$ cat src/rtl/sub_pkg.sv
// Shared types and constants for the bit-serial subtractor.
package sub_pkg;

    localparam int DEFAULT_WIDTH = 4;

    typedef enum logic [1:0] {
        IDLE,
        RUN,
        DONE
    } sub_state_t;

    // Bit-counter width: enough to count WIDTH steps, never narrower than one bit.
    function automatic int cnt_width(input int width);
        return (width > 1) ? $clog2(width) : 1;
    endfunction

endpackage

$ cat src/rtl/full_sub.sv
// One-bit full subtractor: diff = A - B - borrow_in, built from two
// half-subtractors whose borrows are OR-ed together.
module full_sub (
    input  logic A,
    input  logic B,
    input  logic borrow_in,
    output logic diff,
    output logic borrow_out
);

    logic hs1_diff;
    logic hs1_borrow;
    logic hs2_borrow;

    // First half-subtractor handles A - B.
    assign hs1_diff   = A ^ B;
    assign hs1_borrow = ~A & B;

    // Second half-subtractor removes the incoming borrow from that difference.
    assign diff       = hs1_diff ^ borrow_in;
    assign hs2_borrow = ~hs1_diff & borrow_in;

    // A borrow out of either stage is a borrow out of the bit.
    assign borrow_out = hs1_borrow | hs2_borrow;

endmodule

$ cat src/rtl/serial_sub.sv
// Bit-serial ripple-borrow subtractor: computes a - b one bit per clock,
// LSB first, through a single full_sub cell and a registered borrow.
module serial_sub
    import sub_pkg::*;
#(
    parameter int WIDTH = DEFAULT_WIDTH
) (
    input  logic             clk,
    input  logic             rst_n,
    input  logic             start,
    input  logic [WIDTH-1:0] a,
    input  logic [WIDTH-1:0] b,
    output logic             busy,
    output logic             done,
    output logic [WIDTH-1:0] diff,
    output logic             borrow
);

    localparam int              CNT_W = cnt_width(WIDTH);
    localparam logic [CNT_W-1:0] LAST  = CNT_W'(WIDTH - 1);

    // Reject operand widths the counter and shift logic are not meant for.
    if (WIDTH < 2 || WIDTH > 32) begin : g_width_check
        $error("serial_sub: WIDTH must be between 2 and 32");
    end

    sub_state_t       state;
    logic [WIDTH-1:0] sa;
    logic [WIDTH-1:0] sb;
    logic [CNT_W-1:0] cnt;
    logic             br;

    // The partial result keeps only the upper WIDTH-1 bits of the shift
    // window; the lowest bit falls out on the final shift straight into diff.
    logic [WIDTH-2:0] pr;
    logic [WIDTH-1:0] pr_next;

    logic cell_diff;
    logic cell_borrow;

    full_sub u_cell (
        .diff       (cell_diff),
        .borrow_out (cell_borrow),
        .borrow_in  (br),
        .A          (sa[0]),
        .B          (sb[0])
    );

    // New result bit enters at the MSB while earlier bits move toward the LSB.
    assign pr_next = {cell_diff, pr};

    // Sequencing FSM with the datapath registers and registered busy/done decodes.
    always_ff @(posedge clk or negedge rst_n) begin
        if (!rst_n) begin
            state  <= IDLE;
            sa     <= '0;
            sb     <= '0;
            pr     <= '0;
            cnt    <= '0;
            br     <= 1'b0;
            busy   <= 1'b0;
            done   <= 1'b0;
            diff   <= '0;
            borrow <= 1'b0;
        end else begin
            case (state)
                IDLE, DONE: begin
                    if (start) begin
                        sa    <= a;
                        sb    <= b;
                        cnt   <= '0;
                        br    <= 1'b0;
                        state <= RUN;
                        busy  <= 1'b1;
                        done  <= 1'b0;
                    end else begin
                        state <= IDLE;
                        busy  <= 1'b0;
                        done  <= 1'b0;
                    end
                end
                RUN: begin
                    sa  <= {1'b0, sa[WIDTH-1:1]};
                    sb  <= {1'b0, sb[WIDTH-1:1]};
                    pr  <= pr_next[WIDTH-1:1];
                    br  <= cell_borrow;
                    cnt <= cnt + CNT_W'(1);
                    if (cnt == LAST) begin
                        diff   <= pr_next;
                        borrow <= cell_borrow;
                        state  <= DONE;
                        busy   <= 1'b0;
                        done   <= 1'b1;
                    end
                end
                default: begin
                    state <= IDLE;
                    busy  <= 1'b0;
                    done  <= 1'b0;
                end
            endcase
        end
    end

endmodule

$ cat config.mk
export PLATFORM = sky130hd
export DESIGN_NAME = serial_sub
export DESIGN_NICKNAME = d
export VERILOG_FILES = /design/src/rtl/sub_pkg.sv /design/src/rtl/full_sub.sv /design/src/rtl/serial_sub.sv
export SDC_FILE = /design/constraint.sdc
export NUM_CORES = 1
export LEC_CHECK = 0
export BUFFER_PORTS_ARGS = -buffer_cell sky130_fd_sc_hd__buf_2
export CORE_MARGIN = 4
export CORE_UTILIZATION = 51
export DETAILED_ROUTE_END_ITERATION = 7
export GPL_TIMING_DRIVEN = 0
export HOLD_SLACK_MARGIN = 0.12
export PLACE_DENSITY = 0.73
export SLEW_MARGIN = 20
export SYNTH_ARGS = -nofsm -noshare
export SYNTH_HDL_FRONTEND = slang
export SYNTH_HIERARCHICAL = 1
export SYNTH_SLANG_ARGS = --single-unit
$ cat constraint.sdc
create_clock -name clk -period 1.35 [get_ports clk]
set_input_delay 0.0675 -clock clk [delete_from_list [all_inputs] [get_ports clk]]
set_output_delay 0.0675 -clock clk [all_outputs]
set_load 0.05 [all_outputs]
# [Word level (Yosys, flattened, before mapping)]
# Cells that the tools add are included.
[word_totals] reg_bits=23 input_bits=11 out_inout_bits=7 elab_cells=44
[op_classes] n_addsub=1 eq_ne=5 n_mux=16 bitwise=7 reduce_logical=5
[ops] operator="one-hot mux 4 bit (2 select lines)" count=2
[ops] operator="two-way mux 4 bit" count=2
[ops] operator="one-hot mux 2 bit (2 select lines)" count=2
[ops] operator="two-way mux 1 bit" count=6
[ops] operator="equality test 2 bit, second input constant" count=2
[ops] operator="two-way mux 2 bit" count=2
[ops] operator="!= test 2 bit, second input constant" count=2
[ops] operator="one-hot mux 1 bit (2 select lines)" count=2
[ops] operator="AND reduction 2 bit" count=2
[ops] operator="adder 2 x 1 -> 2 bit, second input constant" count=1
[ops] operator="AND 1 bit" count=2
[ops] operator="equality test 2 x 1 -> 1 bit, second input constant" count=1
[ops] operator="logical NOT 2 bit" count=1
[ops] operator="inverter 1 bit" count=2
[ops] operator="nonzero test 2 bit" count=1
[ops] operator="OR reduction 2 bit" count=1
[ops] operator="bitwise XOR 1 bit" count=2
[ops] operator="OR 1 bit" count=1

# [Longest topological paths before layout]
# Gate-level depths: netlist (run 1).
[logic_depth] depth_word=5 ltp_mapped=5 ltp_nobuf=5

# [Cells and area by module]
# The synthesis (run 1) kept the hierarchy.
[by_module_without_submodules] mod="serial_sub" n_inst=1 cells_each=74 area_per_inst_um2=1039.7 seq_area_each_um2=550.5
[by_module_without_submodules] mod="full_sub" n_inst=1 cells_each=4 area_per_inst_um2=31.3 seq_area_each_um2=0.0

# [Worst setup path before layout (run 1)]
# OpenSTA, ideal clock, no wires.
[synth_path] kind="reg-to-reg" from="register done (netlist name)" to="register cnt[1]" arrival_time_ps=1379 t_required_ps=1229 setup_slack_ps=-150 stages_incl_launch_ff=4 n_path_buf=1 cell_sequence="dfrtp_1 -> buf_6 -> mux2_4 -> a22o_1"
[synth_rtl] element="to (signal assigned)" line_no="serial_sub.sv:87" source="cnt <= cnt + CNT_W'(1);"
[synth_rtl] element="to (decl)" line_no="serial_sub.sv:30" source="logic [CNT_W-1:0] cnt;"

# [Worst setup path in the final report (run 1)]
[layout_path] from="register sa[0]" to="register pr[2]"
[layout_between] elab_chain_len=2
[layout_rtl] element="from (decl)" line_no="serial_sub.sv:28" source="logic [WIDTH-1:0] sa;"
[layout_rtl] element="from (signal assigned)" line_no="serial_sub.sv:83" source="sa <= {1'b0, sa[WIDTH-1:1]};"
[layout_rtl] element="bitwise XOR 1 bit" line_no="full_sub.sv:16" source="assign hs1_diff = A ^ B;"
[layout_rtl] element="bitwise XOR 1 bit" line_no="full_sub.sv:20" source="assign diff = hs1_diff ^ borrow_in;"
[layout_rtl] element="named net cell_diff" line_no="serial_sub.sv:38" source="logic cell_diff;"
[layout_rtl] element="to (signal assigned)" line_no="serial_sub.sv:85" source="pr <= pr_next[WIDTH-1:1];"
[layout_rtl] element="to (decl)" line_no="serial_sub.sv:35" source="logic [WIDTH-2:0] pr;"
# The timed path passes the listed nets, and every way through them passes these cells.
# A chain may end at the register's enable or synchronous reset.

==> reports/metrics.cfg, run 1 <==
[global_routing]
grt_max_degree=23
grt_pass1_wl_um=3060
track_usage=0.149
antenna_found_initial=0
grt_pass1_vias=713
grt.overflow.total=0

[timing]
rsz0062_at_grt=false
final.setup_skew_ns=0.00185
fin_crit_sh=0.962
finalSetupTns_ns=0
setup_viol=0
slew_viol_final=0
whs_ns=0.162
fmax_mhz=770
worst_slack_ns=0.0515
fin_crit_ns=1.30
final_hold_viol_count=0
tightest_slew_ns=0.474
maxSlewHeadroom=0.684

[cts]
cts_buffer_depth=2
cts_max_level=1
clk_latency_ns=0.30
cts_tree=done
clock_sinks=22
clkTransAtPathRegs_ns=0.12
cts_root_buffer=clkbuf_4
cts_made_buffers=3

[place]
gp_congestion=0.731
port_buffers=16
dp_hpwl_um=1230
dp_slack_ns=0.0475
placed_area_sq_um=1190

[logic_synthesis]
syn_nets=91
synth.area.top_cells=dfrtp_1 (51%), mux2i_1 (18%), mux2_2 (8.4%)
ys_seq_area_frac=0.514
synth_area_sq_um=1070
syn-instance-count=78
synth-seq-cells=22
syn_avg_cell_area_sq_um=13.7
yosys_warnings=6
synth_top_area_frac=0.514
yosysUniqueCellTypes=21
synth_top_area_cell=dfrtp_1

[routing]
ant_nets=0
drtIter0Drc=4
vias=692
drc_errors=0
dr.pass1.iters=3
routed_wl_um=1700
wl_per_cell_um=12.5
vias_per_cell=5.09

[flow_run]
cap_violations=0

[setup_path]
arrival_ns=1.50
critPathMaxFanout=2
crit_path_start_kind=flop
worst_ep_required_time_ns=1.55
cp-end-kind=flop
crit_type=reg -> reg

[floorplan]
die_h_um=53.8
core_sq_um=1980
die_area_sq_um=2900
io_pins=18
initial_core_util=0.540
std_cell_rows=16
die_w_um=53.8

[finish]
final_util=0.670
fin_area_sq_um=1330
drive_above_1_share=0.376
nets=123
antenna_cells=0
final_cell_mix=dfrtp_1 (21), mux2i_1 (19), buf_2 (18)
final_common_cell=dfrtp_1
area_growth_pct=23.9

[power_and_ir_drop]
pwr-share-seq=0.374
power_leakage_nw=0.660
powerDensity_nw_per_um2=2340
combPwrFrac=0.511
internal_power_mw=1.89
pwr-share-clk=0.116
ir_drop_mv=1.44
p_sw_frac=0.391
switchingPower_mw=1.22

[hold_path]
hold_path.class=in -> reg

[outcome]
status=complete, no violations

sequential cells by signal, indices dropped and copies added (netlist names):
| name | flops |
|---|---|
| state | 1 |
| busy | 1 |
| sa | 4 |
| done | 1 |
| br | 1 |
| cnt | 2 |
| pr | 3 |
| borrow | 1 |
| sb | 4 |
| diff | 4 |
cells in the mapped netlist (all sizes together):
master and number:
a22o 3, dfrtp 22, nor2b 2, mux2i 19, ha 1, fa 1, a21o 1, inv 6
o21ai 1, buf 5, nor2 1, a31o 1, xnor2 1, o31ai 1, mux2 10, nand3 1
nand3b 2
layer usage:
layer,GRT usage,part of all wire,vias to the layer above
li1,-,-,332
met1,0.180,0.48,346
met2,0.248,0.47,12
met3,0.0332,0.040,2
met4,0.0766,0.010,0
met5,0,0,-
power by group through the flow:
stage | combinational (mW) | clock [mW] | sequential, mW
final | 1.59 | 0.359 | 1.16
after CTS | 1.56 | 0.372 | 1.17
after global placement | 1.51 | 0 | 1.16
after global routing | 1.72 | 0.399 | 1.20
after detailed placement | 1.53 | 0 | 1.18
after floorplan | 0.935 | 0 | 1.47
final cells by class:
| type | instances | area, sq um |
|---|---|---|
| fill | 158 | 654 |
| buffer | 5 | 43.8 |
| timing repair buffer | 27 | 185 |
| clock buffer | 4 | 36.3 |
| inverter | 6 | 22.5 |
| tap | 27 | 33.8 |
| multi-input combinational | 45 | 454 |
| sequential | 22 | 552 |
metrics by stage:
| stage | std cells | power, mW |
|---|---|---|
| 5_1_grt | 136 | 3.32 |
| 6_report | 136 | 3.11 |
| 2_1_floorplan | 78 | 2.41 |
| 3_3_place_gp | 121 | 2.67 |
| 3_5_place_dp | 121 | 2.72 |
| 4_1_cts | 134 | 3.10 |
repair_timing:
item | in CTS | in global routing
setup buffers | 0 | 2
hold buffers | 9 | 0
hold endpoints to repair | 30 | 0
resized for setup | 0 | 0
setup endpoints to repair | 0 | 2
path summary, 6_finish.rpt:
kind | startpoint | to | slack (ns) | cells past startpoint
hold reg to reg | diff[1] | diff[1] | 0.51 | 1
setup / recovery | sa[0] | pr[2] | 0.05 | 2
setup reg to reg | sa[0] | pr[2] | 0.05 | 2
hold / removal | start | sa[3] | 0.16 | 3
min in group asynchronous | rst_n | state[0] | 0.23 | 2
max in group asynchronous | rst_n | done | 0.77 | 2
kinds of logic after synthesis:
| group | synth area share |
|---|---|
| muxes | 0.290 |
| DFF | 0.514 |
| buffers and inverters | 0.0619 |
| AOI/OAI and AO/OA | 0.0514 |
| and+or+nand+nor | 0.0444 |
| adders and majority gates | 0.0304 |
| xor gates and xnor gates | 0.00818 |
worst max-delay path, cell delays in order, from the launching register on:
cell	delay (ns)
dfrtp_1	0.43
fa_1	0.50
mux2_2	0.27
(Power assumes the default switching activity.)
==> run 2: changes to the inputs <==
--- a/config.mk
+++ b/config.mk
@@ -15,5 +15,4 @@
 export SLEW_MARGIN = 20
 export SYNTH_ARGS = -nofsm -noshare
 export SYNTH_HDL_FRONTEND = slang
-export SYNTH_HIERARCHICAL = 1
 export SYNTH_SLANG_ARGS = --single-unit
==> reports/metrics.cfg, run 2 <==
[outcome]
status=complete, no violations

[cts]
clkTransAtPathRegs_ns=0.11  ; about the same
cts_buffer_depth=2  ; unchanged
cts_made_buffers=3  ; unchanged
clk_latency_ns=0.29  ; about the same
cts_max_level=1  ; unchanged
cts_tree=done
clock_sinks=22  ; unchanged
cts_root_buffer=clkbuf_4

[timing]
setup_viol=0  ; unchanged
fin_crit_ns=1.33  ; +0.0284 ns
maxSlewHeadroom=0.679  ; -0.00534
slew_viol_final=0  ; unchanged
rsz0062_at_grt=true
final.setup_skew_ns=0.00118  ; -0.000674 ns
final_hold_viol_count=0  ; unchanged
tightest_slew_ns=0.482  ; +0.00801 ns
fmax_mhz=754  ; -2.1%
fin_crit_sh=0.983  ; +0.0211

[routing]
vias=698  ; +0.87%
drtIter0Drc=10  ; +6
highest_layer=met4
wl_per_cell_um=13.0  ; +4.2%
dr.pass1.iters=2  ; -1
drc_errors=0  ; unchanged
wl_met2_um=907  ; +14%
ant_nets=0  ; unchanged
wl_met1_um=814  ; unchanged
routed_wl_um=1780  ; +5.0%
vias_per_cell=5.09  ; +0.13%
wl_met3_um=49  ; -28%

[setup_path]
critPathMaxFanout=3  ; +1
worst_ep_required_time_ns=1.54  ; about the same
timing.rr.start=br
cp-end-kind=flop
rrSetupSlack_ns=0.02  ; -0.03 ns
crit_path_start_kind=flop
r2r-end=diff[3]
crit_type=reg -> reg
rr_worst_depth=3  ; +1
arrival_ns=1.52  ; +0.02 ns

[global_routing]
grt_max_degree=23  ; unchanged
grt.overflow.total=0  ; unchanged
grt_pass1_wl_um=3060  ; unchanged
track_usage=0.148  ; -0.00100
grt_pass1_vias=677  ; -5.0%
antenna_found_initial=0  ; unchanged

[place]
placed_area_sq_um=1180  ; -0.53%
port_buffers=17  ; +1
gp_congestion=0.639  ; -13%
placed_cells=123  ; +1.7%
dp_hpwl_um=1310  ; +6.4%

[floorplan]
io_pins=18  ; unchanged
die_h_um=53.6  ; -0.45%
die_area_sq_um=2870  ; -0.89%
core_sq_um=1960  ; -1.0%
initial_core_util=0.540  ; about the same
die_w_um=53.6  ; -0.45%
std_cell_rows=16  ; unchanged

[logic_synthesis]
synth_top_area_cell=dfrtp_1
synth_area_sq_um=1060  ; -1.1%
yosys_warnings=0  ; -6
yosysUniqueCellTypes=20  ; -4.8%
syn-instance-count=79  ; +1.3%
syn_avg_cell_area_sq_um=13.4  ; -2.3%
synth-seq-cells=22  ; unchanged
synthFlopType=dfrtp_1
synth_top_area_frac=0.519  ; +0.00546
ys_seq_area_frac=0.519  ; +0.00546
synth_common_cells=dfrtp_1 (22), mux2i_1 (22), inv_1 (6), mux2_2 (6), nand2b_1 (3)
syn_nets=92  ; +1.1%
synth.area.top_cells=dfrtp_1 (52%), mux2i_1 (21%), mux2_2 (6.4%)
async_flop_share=1.00  ; unchanged
synth-edff-count=0  ; unchanged

[power_and_ir_drop]
power_leakage_nw=0.656  ; -0.62%
powerDensity_nw_per_um2=2270  ; -3.2%
ir_drop_mv=1.26  ; -13%

[finish]
nets=124  ; +0.81%
largestRegisters=diff: 4 flops, sa: 4 flops, sb: 4 flops
fillers=155  ; -1.9%
antenna_cells=0  ; unchanged
final_cell_mix=mux2i_1 (22), dfrtp_1 (21), buf_2 (19)
final_common_cell=mux2i_1
fin_area_sq_um=1310  ; -1.3%
drive_above_1_share=0.309  ; -0.0671
area_growth_pct=23.6
fin_cells=137  ; +0.74%
final_util=0.668  ; -0.00209

[hold_path]
hold_path.class=in -> async

[flow_run]
cap_violations=0  ; unchanged

[run 2: cell count changes after synthesis, sizes merged, moves of 2 or more]
cell | before | now
a32o | 0 | 2
mux2 | 10 | 7
nand2b | 0 | 3
mux2i | 19 | 22
[run 2: cell type report]
cell class	count	area [sq um]	share of cell area
Timing Repair Buffer	27	185	0.141
Multi-Input combinational cell	47	462	0.352
Sequential cell	22	552	0.421
Inverter	6	22.5	0.0172
Buffer	4	28.8	0.0220
Tap cell	27	33.8	0.0258
Clock buffer	4	26.3	0.0201
[run 2: worst max path at each step]
stage,start,to,slack (ns),cells after the start
after floorplan,sb[0],pr[2],0.10,3
final,br,diff[3],0.02,3
after global routing,br,diff[3],-0.007,3
after detailed placement,sb[0],diff[3],0.04,3
after global placement,sb[0],diff[3],0.04,3
after CTS,sb[0],pr[2],0.02,3
[run 2: per-layer routing]
metal	vias to the layer above	GRT usage
met4	0	0.0638
li1	341	-
met1	347	0.188
met3	2	0.0249
met5	-	0
met2	8	0.249
[run 2: timing repair]
item | in CTS | in global routing
resized for setup | 0 | 2
hold buffers | 10 | 0
buffers inserted | 0 | 0
setup endpoints to repair | 0 | 2
hold endpoints to repair | 31 | 0
[run 2: cells by family after synthesis]
family          after synthesis  synth area share
xor+xnor                      1           0.00827
fa+ha+maj                     2            0.0307
flops                        22             0.519
compound gates                7            0.0531
simple gates                  8            0.0579
buf+inv                      10            0.0484
mux                          29             0.282
[run 2: power breakdown]
group / switching (mW) / total (mW) / internal (mW) / leakage [nW]
sequential: 0.209 / 1.18 / 0.970 / 0.272
combinational: 0.837 / 1.49 / 0.656 / 0.369
clock: 0.181 / 0.296 / 0.115 / 0.0150
[run 2: critical path, cell delays in order (launching register included)]
cell	delay (ns)
dfrtp_1	0.40
inv_2	0.05
fa_1	0.50
mux2_4	0.28
[run 2: metrics by stage]
stage	hold WS [ns]	total power, mW	setup WS (ns)	TNS (ns)
floorplan	-0.228	2.33	0.103	0
global placement	0.0549	2.60	0.0448	0
detailed placement	0.0538	2.66	0.0363	0
CTS	0.252	2.99	0.0185	0
global route	0.265	3.18	-0.00746	-0.00746
finish	0.243	2.97	0.0230	0
==> run 3: changes to the inputs <==
--- a/config.mk
+++ b/config.mk
@@ -16,3 +16,4 @@
 export SYNTH_ARGS = -nofsm -noshare
 export SYNTH_HDL_FRONTEND = slang
 export SYNTH_SLANG_ARGS = --single-unit
+export TNS_END_PERCENT = 100
==> constraint.sdc (replaced) <==
create_clock -name clk -period 1.35 [get_ports clk]
set_input_delay 0.2025 -clock clk [delete_from_list [all_inputs] [get_ports clk]]
set_output_delay 0.2025 -clock clk [all_outputs]
set_load 0.05 [all_outputs]
==> reports/metrics.cfg, run 3 (same netlist as run 2, synthesis figures left out) <==
[outcome]
status=complete, no violations

[floorplan]
core_sq_um=1960  ; unchanged
die_h_um=53.6  ; unchanged
io_pins=18  ; unchanged
die_w_um=53.6  ; unchanged
die_area_sq_um=2870  ; unchanged
initial_core_util=0.540  ; unchanged
std_cell_rows=16  ; unchanged

[timing]
fmax_mhz=748  ; -0.71%
setup_viol=0  ; unchanged
rsz0062_at_grt=true
fin_crit_sh=0.990  ; +0.00705
final.setup_skew_ns=0.00173  ; +0.000551 ns
final_hold_viol_count=0  ; unchanged
tightest_slew_ns=0.501  ; +0.0188 ns
maxSlewHeadroom=0.666  ; -0.0126
fin_crit_ns=1.34  ; +0.00951 ns
slew_viol_final=0  ; unchanged

[flow_run]
cap_violations=0  ; unchanged

[finish]
area_growth_pct=15.1
drive_above_1_share=0.337  ; +0.0275
fillers=166  ; +7.1%
largestRegisters=diff: 4 flops, sa: 4 flops, sb: 4 flops
nets=115  ; -7.3%
antenna_cells=0  ; unchanged
final_common_cell=mux2i_1
final_cell_mix=mux2i_1 (22), dfrtp_1 (21), buf_2 (19)
fin_cells=128  ; -6.6%
final_util=0.622  ; -0.0459

[setup_path]
crit_type=reg -> reg
arrival_ns=1.53  ; about the same
worst_ep_required_time_ns=1.54  ; about the same
rr_worst_depth=3  ; unchanged
crit_path_start_kind=flop
timing.critical_path.slowest_stage_cell=fa_1
timing.rr.start=br
worstPathCellList=inv_2 -> fa_1 -> mux2_4
startpoint=br
cp-end-kind=flop
critPathMaxFanout=3  ; unchanged
cpPeakStageDelay_ns=0.51  ; about the same

[cts]
cts_max_level=1  ; unchanged
cts_root_buffer=clkbuf_4
clock_sinks=22  ; unchanged
cts_made_buffers=3  ; unchanged
clkTransAtPathRegs_ns=0.11  ; about the same
clk_latency_ns=0.29  ; about the same
cts_tree=done
cts_buffer_depth=2  ; unchanged

[power_and_ir_drop]
powerDensity_nw_per_um2=2420  ; +6.9%
power_leakage_nw=0.618  ; -5.7%
ir_drop_mv=1.26  ; about the same

[routing]
routed_wl_um=1730  ; -3.1%
ant_nets=0  ; unchanged
drc_errors=0  ; unchanged
wl_per_cell_um=13.5  ; +3.7%
drtIter0Drc=12  ; +2
vias_per_cell=5.25  ; +3.0%
dr.pass1.iters=4  ; +2
vias=672  ; -3.7%

[place]
gp_congestion=0.639  ; unchanged
placed_cells=123  ; unchanged
dp_hpwl_um=1310  ; unchanged
port_buffers=17  ; unchanged

[hold_path]
hold_start=a[0]
min_delay_path_depth=3
hold_path.class=in -> reg

[global_routing]
grt_max_degree=23  ; unchanged
antenna_found_initial=0  ; unchanged
track_usage=0.139  ; -0.00883
grt_pass1_wl_um=2860  ; -6.5%
grt.overflow.total=0  ; unchanged
grt_pass1_vias=636  ; -6.1%

-- run 3: final cells by class --
cell class / count / area, sq um / share of cell area
sequential: 22 / 552 / 0.452
multi-input combinational: 47 / 462 / 0.378
timing repair buffer: 18 / 95.1 / 0.0779
tap: 27 / 33.8 / 0.0277
buffer: 4 / 28.8 / 0.0236
clock buffer: 4 / 26.3 / 0.0215
inverter: 6 / 22.5 / 0.0185
-- run 3: timing repair --
item | 4_1_cts | 5_1_grt
resized for setup | 0 | 2
hold endpoints to repair | 22 | 0
hold buffers | 1 | 0
buffers inserted | 0 | 0
endpoints found under the setup margin | 0 | 2
-- run 3: final timing paths --
kind / endpoint / slack [ns]
min in group asynchronous: state[0] / 0.38
max in group asynchronous: done / 0.60
worst min-delay path: sa[0] / 0.19
worst max register to register: diff[3] / 0.01
worst max-delay path: diff[3] / 0.01
worst min register to register: diff[2] / 0.50
-- run 3: where the power goes --
group / leakage, nW / internal [mW] / switching [mW]
Clock: 0.0150 / 0.115 / 0.185
Sequential: 0.272 / 0.970 / 0.207
Combinational: 0.332 / 0.641 / 0.836
-- run 3: metal layers --
metal,vias up,track usage,part of all wire
li1,324,-,-
met1,331,0.181,0.46
met2,15,0.227,0.50
met3,2,0.0249,0.037
met4,0,0.0638,0.0058
met5,-,0,0
-- run 3: critical path, delay by kind of cell, from the launching register on --
family,cells,cell delay (ns)
buf+inv,1,0.05
flops,1,0.40
mux,1,0.28
fa+ha+maj,1,0.51
-- run 3: per-stage QoR --
step	setup TNS (ns)	hold WS (ns)	worst slack [ns]	cell area, sq um	total power, mW
CTS	0	0.182	0.0185	1220	2.97
detailed placement	0	0.189	0.0363	1180	2.66
finish	0	0.186	0.0135	1220	2.95
global route	-0.00746	0.218	-0.00746	1220	3.16
floorplan	0	-0.0931	0.103	1060	2.33
global placement	0	0.190	0.0448	1180	2.60
